==> config.mk <==
export PLATFORM = sky130hd
export DESIGN_NAME = pay_collector
export DESIGN_NICKNAME = d
export VERILOG_FILES = /design/src/rtl/vending_pkg.sv /design/src/rtl/pay_collector_idle_timer.sv /design/src/rtl/pay_collector.sv
export SDC_FILE = /design/constraint.sdc
export NUM_CORES = 1
export LEC_CHECK = 0
export ABC_AREA = 1
export BUFFER_PORTS_ARGS = -buffer_cell sky130_fd_sc_hd__buf_4
export CAP_MARGIN = 0
export CELL_PAD_IN_SITES_DETAIL_PLACEMENT = 2
export CELL_PAD_IN_SITES_GLOBAL_PLACEMENT = 2
export CORE_MARGIN = 2
export CORE_UTILIZATION = 26
export CTS_CLUSTER_SIZE = 8
export DETAILED_ROUTE_END_ITERATION = 6
export GPL_ROUTABILITY_DRIVEN = 0
export PLACE_DENSITY = 0.76
export SETUP_SLACK_MARGIN = 0.3
export SLEW_MARGIN = 20
export SYNTH_ARGS = -nofsm -noshare
export SYNTH_HDL_FRONTEND = slang
export SYNTH_SLANG_ARGS = --single-unit
==> constraint.sdc <==
create_clock -name clk -period 2.1 [get_ports clk]
set_input_delay 0.42 -clock clk [delete_from_list [all_inputs] [get_ports clk]]
set_output_delay 0.42 -clock clk [all_outputs]
set_load 0.01 [all_outputs]
==> src/rtl/vending_pkg.sv <==
// -----------------------------------------------------------------------------
// vending_pkg
// Shared definitions for the vending payment path: amount width, coin
// values and the payment-stage state encoding.
// -----------------------------------------------------------------------------
package vending_pkg;

    // Width of due / paid / refund amounts (maximum 31 units).
    localparam int PAY_W = 5;

    // Coin values in units.
    localparam logic [PAY_W-1:0] COIN1_V  = 5'd1;
    localparam logic [PAY_W-1:0] COIN5_V  = 5'd5;
    localparam logic [PAY_W-1:0] COIN10_V = 5'd10;

    // Payment-stage states.
    typedef enum logic [1:0] {
        ST_IDLE    = 2'd0,
        ST_COLLECT = 2'd1,
        ST_PAID    = 2'd2,
        ST_REFUND  = 2'd3
    } pay_state_e;

endpackage : vending_pkg

==> src/rtl/pay_collector_idle_timer.sv <==
// -----------------------------------------------------------------------------
// idle_timer
// Clearable up-counter that flags expiry once CYCLES-1 consecutive
// uncleared cycles have elapsed. Only built when PAY_TIMEOUT_EN is defined.
//
// Ports:
//   clk_i     system clock
//   rst_n_i   synchronous active-low reset
//   clear_i   forces the count back to zero
//   expire_o  high while the count sits at CYCLES-1
// -----------------------------------------------------------------------------
`ifdef PAY_TIMEOUT_EN
module idle_timer #(
    parameter int CYCLES = 50000000
) (
    input  logic clk_i,
    input  logic rst_n_i,
    input  logic clear_i,
    output logic expire_o
);

    localparam int               CNT_W = (CYCLES > 2) ? $clog2(CYCLES) : 1;
    localparam logic [CNT_W-1:0] LAST  = CNT_W'(CYCLES - 1);

    logic [CNT_W-1:0] cnt_q;

    // Idle counter: clears on request, saturates at the terminal value.
    always_ff @(posedge clk_i) begin
        if (!rst_n_i) begin
            cnt_q <= '0;
        end else if (clear_i) begin
            cnt_q <= '0;
        end else if (cnt_q != LAST) begin
            cnt_q <= cnt_q + CNT_W'(1);
        end else begin
            cnt_q <= cnt_q;
        end
    end

    assign expire_o = (cnt_q == LAST);

endmodule : idle_timer
`endif

==> src/rtl/pay_collector.sv <==
// -----------------------------------------------------------------------------
// pay_collector
// Payment stage in front of the change computation stage. Latches the amount
// due on start, accumulates coin pulses, flags paid-OK, and handles cancel /
// refund and coin rejection. All outputs are registered.
//
// Optional feature: define PAY_TIMEOUT_EN to auto-refund after TIMEOUT_CYCLES
// idle cycles in COLLECT (idle_timer sub-module).
//
// Ports:
//   clk            system clock (posedge)
//   rst_n          synchronous active-low reset
//   start          pulse: latch due and open collection (ignored if due==0)
//   due            amount due, sampled on accepted start
//   coin_1/5/10    coin pulses of 1, 5 and 10 units
//   cancel         pulse: abort and refund
//   change_taken   pulse from downstream: transaction finished
//   real_pay       accumulated paid amount
//   pay_ok         high while in PAID
//   refund_pulse   one-cycle refund strobe
//   refund_amount  refund value, zero when refund_pulse is low
//   coin_reject    one-cycle pulse, the coin(s) this cycle were refused
//   busy           high in COLLECT, PAID and REFUND
// -----------------------------------------------------------------------------
module pay_collector
    import vending_pkg::*;
#(
    parameter int PAY_W          = vending_pkg::PAY_W,
    parameter int TIMEOUT_CYCLES = 50000000
) (
    input  logic             clk,
    input  logic             rst_n,
    input  logic             start,
    input  logic [PAY_W-1:0] due,
    input  logic             coin_1,
    input  logic             coin_5,
    input  logic             coin_10,
    input  logic             cancel,
    input  logic             change_taken,
    output logic [PAY_W-1:0] real_pay,
    output logic             pay_ok,
    output logic             refund_pulse,
    output logic [PAY_W-1:0] refund_amount,
    output logic             coin_reject,
    output logic             busy
);

    // A timeout of fewer than two cycles cannot be represented by the timer.
    if (TIMEOUT_CYCLES < 2) begin : g_bad_timeout
        $error("pay_collector: TIMEOUT_CYCLES must be at least 2");
    end

    pay_state_e       state_q;
    logic [PAY_W-1:0] due_q;
    logic [PAY_W-1:0] real_pay_q;
    logic [PAY_W-1:0] refund_amount_q;
    logic             pay_ok_q;
    logic             refund_pulse_q;
    logic             coin_reject_q;
    logic             busy_q;

    logic             coin_any_s;
    logic             coin_multi_s;
    logic [PAY_W-1:0] coin_v_s;
    logic [PAY_W:0]   sum_s;
    logic             ovf_s;
    logic             timeout_s;
    logic             abort_s;
    logic             accept_s;

    // Coin priority (10 > 5 > 1) and overflow-checked sum, one extra bit wide.
    always_comb begin
        coin_any_s   = coin_1 | coin_5 | coin_10;
        coin_multi_s = 1'b0;
        coin_v_s     = '0;
        if (coin_10) begin
            coin_v_s     = PAY_W'(COIN10_V);
            coin_multi_s = coin_5 | coin_1;
        end else if (coin_5) begin
            coin_v_s     = PAY_W'(COIN5_V);
            coin_multi_s = coin_1;
        end else if (coin_1) begin
            coin_v_s     = PAY_W'(COIN1_V);
        end else begin
            coin_v_s     = '0;
        end
        sum_s    = {1'b0, real_pay_q} + {1'b0, coin_v_s};
        ovf_s    = sum_s[PAY_W];
        abort_s  = cancel | timeout_s;
        accept_s = (state_q == ST_COLLECT) && !abort_s && coin_any_s && !ovf_s;
    end

`ifdef PAY_TIMEOUT_EN
    // Held clear outside COLLECT so it starts from zero on entry.
    idle_timer #(
        .CYCLES (TIMEOUT_CYCLES)
    ) u_idle_timer (
        .clk_i    (clk),
        .rst_n_i  (rst_n),
        .clear_i  ((state_q != ST_COLLECT) || accept_s),
        .expire_o (timeout_s)
    );
`else
    assign timeout_s = 1'b0;
`endif

    // Payment FSM with registered outputs.
    always_ff @(posedge clk) begin
        if (!rst_n) begin
            state_q         <= ST_IDLE;
            due_q           <= '0;
            real_pay_q      <= '0;
            refund_amount_q <= '0;
            pay_ok_q        <= 1'b0;
            refund_pulse_q  <= 1'b0;
            coin_reject_q   <= 1'b0;
            busy_q          <= 1'b0;
        end else begin
            refund_pulse_q  <= 1'b0;
            refund_amount_q <= '0;
            coin_reject_q   <= 1'b0;
            case (state_q)
                ST_IDLE: begin
                    real_pay_q    <= '0;
                    pay_ok_q      <= 1'b0;
                    coin_reject_q <= coin_any_s;
                    if (start && (due != '0)) begin
                        due_q   <= due;
                        state_q <= ST_COLLECT;
                        busy_q  <= 1'b1;
                    end else begin
                        busy_q  <= 1'b0;
                    end
                end
                ST_COLLECT: begin
                    if (abort_s) begin
                        // Abort beats any coin or completion in the same cycle.
                        coin_reject_q   <= coin_any_s;
                        refund_pulse_q  <= 1'b1;
                        refund_amount_q <= real_pay_q;
                        state_q         <= ST_REFUND;
                    end else begin
                        coin_reject_q <= coin_multi_s | (coin_any_s & ovf_s);
                        if (accept_s) begin
                            real_pay_q <= sum_s[PAY_W-1:0];
                            if (sum_s >= {1'b0, due_q}) begin
                                state_q  <= ST_PAID;
                                pay_ok_q <= 1'b1;
                            end else begin
                                state_q  <= ST_COLLECT;
                            end
                        end else begin
                            real_pay_q <= real_pay_q;
                        end
                    end
                end
                ST_PAID: begin
                    coin_reject_q <= coin_any_s;
                    if (change_taken) begin
                        state_q    <= ST_IDLE;
                        real_pay_q <= '0;
                        pay_ok_q   <= 1'b0;
                        busy_q     <= 1'b0;
                    end else begin
                        state_q    <= ST_PAID;
                    end
                end
                ST_REFUND: begin
                    coin_reject_q <= coin_any_s;
                    state_q       <= ST_IDLE;
                    real_pay_q    <= '0;
                    busy_q        <= 1'b0;
                end
                default: begin
                    state_q    <= ST_IDLE;
                    real_pay_q <= '0;
                    pay_ok_q   <= 1'b0;
                    busy_q     <= 1'b0;
                end
            endcase
        end
    end

    assign real_pay      = real_pay_q;
    assign pay_ok        = pay_ok_q;
    assign refund_pulse  = refund_pulse_q;
    assign refund_amount = refund_amount_q;
    assign coin_reject   = coin_reject_q;
    assign busy          = busy_q;

endmodule : pay_collector

==> impl_metrics.ini <==
[power_and_ir_drop]
peakVddDrop_mv = 0.1878
power_leakage_nw = 0.8315
total_power_w = 0.001024
pwr_density_cell_mw_per_mm2 = 560.2

[floorplan]
std_cell_rows = 24
core_mm2 = 0.004294
die_area_mm2 = 0.004965
start_util_pct = 26.75
fp.dieH_um = 70.47
io_pins = 27
dieWidth_um = 70.47

[route]
drt_iter0_drc = 15
routed_wl_um = 4460
wl_per_cell_um = 17.29
drc = 0
drtPass1Iterations = 4
viasPerCell = 4.748
drtAntennaViolNets = 0
via_count = 1225

[cells_and_area]
fin_nets = 230
instances_no_fill = 258
antenna_cells = 0
regArea_um2 = 420.4
drive_gt1_share_pct = 46.12
nFillCells = 478
synthToLayoutAreaGrowth_pct = 59.15
multiInputGateArea_um2 = 743.2

[place]
place_inst = 239
dpl_worst_slack_ns = -0.5165
hpwl_um = 2966
portBuffers = 26

[logic_synthesis]
ys_ff_latch = 21
synth.distinct_cells = 26
ys_warn_count = 0
yosys.cell_count.top_type = inv_1
synth_fp_nets = 176
synth_edf_count = 0
netlist_area_mm2 = 0.001149
synthCells = 153
avgSynthCellArea_um2 = 7.507
synth_ff_type = dfxtp_1
ys_seq_area_share_pct = 36.60
synthArstFlopShare_pct = 0
synth_top_area_share_pct = 36.60
synthTopCellsByArea = dfxtp_1, ha_1, inv_1, nand2_1, a21oi_1
synthTopCellsByCount = inv_1, nand2_1, dfxtp_1
yosysTopAreaCell = dfxtp_1

[sta]
fmax_mhz = 444.5
fin_crit_sh_pct = 107.1
post-route-min-period_ns = 2.250
slew_headroom_pct = 33.87
rsz0062_at_grt = yes
worst_pin_slew_ns = 0.9854
finalHoldViolCount = 0
fin_skew_ns = 0.0009389
setup_violations = 3
setup_slack_ns = -0.1500
finalMaxSlewViolations = 0

[cts]
path_clk_slew_ns = 0.08
cts_buffers = 3
clock_latency_ns = 0.27
htreeDepth = 1
cts-hold-fix-buffers = 0
cts_tree = built
cts_root_buf = clkbuf_8
cts.sinks = 21
cts.path.max_buffers = 2

[worst_setup_path]
max_stage_delay_ns = 0.37
crit_path_cell_trace = buf_6 -> inv_4 -> a21oi_2 -> ha_2 -> inv_2 -> fa_2 -> o21ai_1 -> xor2_1 -> ha_1 -> nand2_2 -> nand4_1 -> nand3_1 -> nor2_1
worstSetupStartpointType = input port
arrival_ns = 2.40
cp-end-kind = flop
slowest_stage = fa_2
critPathRequiredTime_ns = 2.25
path_max_fanout = 2
path_class = input port to flop

[grt]
track_usage_pct = 16.72
gr-total-overflow = 0
grt_pass1_wl_um = 6458
antenna_found_initial = 0
grt_pass1_vias = 1380
grt_max_degree = 13

[run_status]
violations = setup timing
status = complete, but fails checks

[flow_run]
drv_cap = 0

[hold_path]
hp-class = input port to flop
## state kept, by name, summed over array words and instances (netlist names)
signal / cells
busy: 1
pay_ok: 1
coin_reject: 1
due_q: 5
state_q: 2
refund_amount: 5
refund_pulse: 1
real_pay: 5
## worst max-delay path: cells and delay by family
kind,cells,cell delay (ns)
compound gates,2,0.35
xor+xnor,1,0.29
fa+ha+maj,3,0.88
buf+inv,3,0.15
simple gates,4,0.30
## path summary, 6_finish.rpt
path	cells after the start	end	slack [ns]	start
worst max-delay path	13	state_q[1]	-0.15	coin_1
worst min-delay path	2	due_q[4]	0.37	due[4]
worst max register to register	10	state_q[1]	-0.10	real_pay[0]
worst min register to register	2	pay_ok	0.46	pay_ok
## cells in the final DEF (no fill, tap or decap), types with 2 or more instances in the layout
| cell type | n |
|---|---|
| inv_1 | 24 |
| o21ai_0 | 4 |
| nand2_2 | 8 |
| ha_1 | 6 |
| nand3_2 | 7 |
| nand3_4 | 2 |
| inv_4 | 2 |
| buf_4 | 37 |
| buf_6 | 14 |
| dfxtp_1 | 21 |
| o21ai_1 | 3 |
| nand2_1 | 20 |
| inv_2 | 4 |
| nor2_1 | 11 |
| nand3_1 | 5 |
| a21oi_1 | 10 |
| nand4_1 | 2 |
| a21oi_2 | 8 |
| clkbuf_8 | 3 |
| ha_4 | 2 |
## layer usage
metal | up-vias | GRT usage, % | routed length (um)
met5 | - | 0 | 0
met4 | 0 | 5.128 | 109
met3 | 9 | 2.597 | 130
met2 | 26 | 31.97 | 2569
met1 | 593 | 18.62 | 1650
li1 | 597 | - | -
## power breakdown
part / leakage [nW] / switching [W] / internal, W
Clock: 0.0255 / 0.000151 / 0.000133
Sequential: 0.172 / 0.0000127 / 0.000421
Combinational: 0.634 / 0.000171 / 0.000135
Total: 0.831 / 0.000335 / 0.000689
## through the flow
step	cell area (um^2)	hold slack (ns)	setup TNS [ns]	util, %
2_1_floorplan	1149	0.4274	-0.4882	-
3_3_place_gp	1475	0.4393	-0.9644	34.35
3_5_place_dp	1475	0.4517	-1.689	34.35
4_1_cts	1668	0.3731	-0.3355	38.84
5_1_grt	1828	0.3689	-0.8728	42.57
6_report	1828	0.3690	-0.4100	42.57
## area by class of cell
type	count	share of cell area, %
multi-input combinational	100	40.66
timing repair buffer	51	23.82
sequential	21	23.00
inverter	30	6.434
tap	52	3.559
clock buffer	3	2.259
clock inverter	1	0.2738
## timing repair
action,CTS,global route
gates resized for setup,20,31
pin swaps,6,7
endpoints found under the setup margin,8,9
setup buffers,10,5
## cell families (layout without fill, tap and decap cells)
kind of cell	Yosys count	count (layout)	synth area share (%)
AOI/OAI and AO/OA	29	29	15.69
xor gates and xnor gates	3	3	2.288
adders and majority gates	10	10	11.55
buffers and inverters	32	85	10.57
DFF	21	21	36.60
and+or+nand+nor	58	58	23.31
Power figures use the tool's default switching activity.
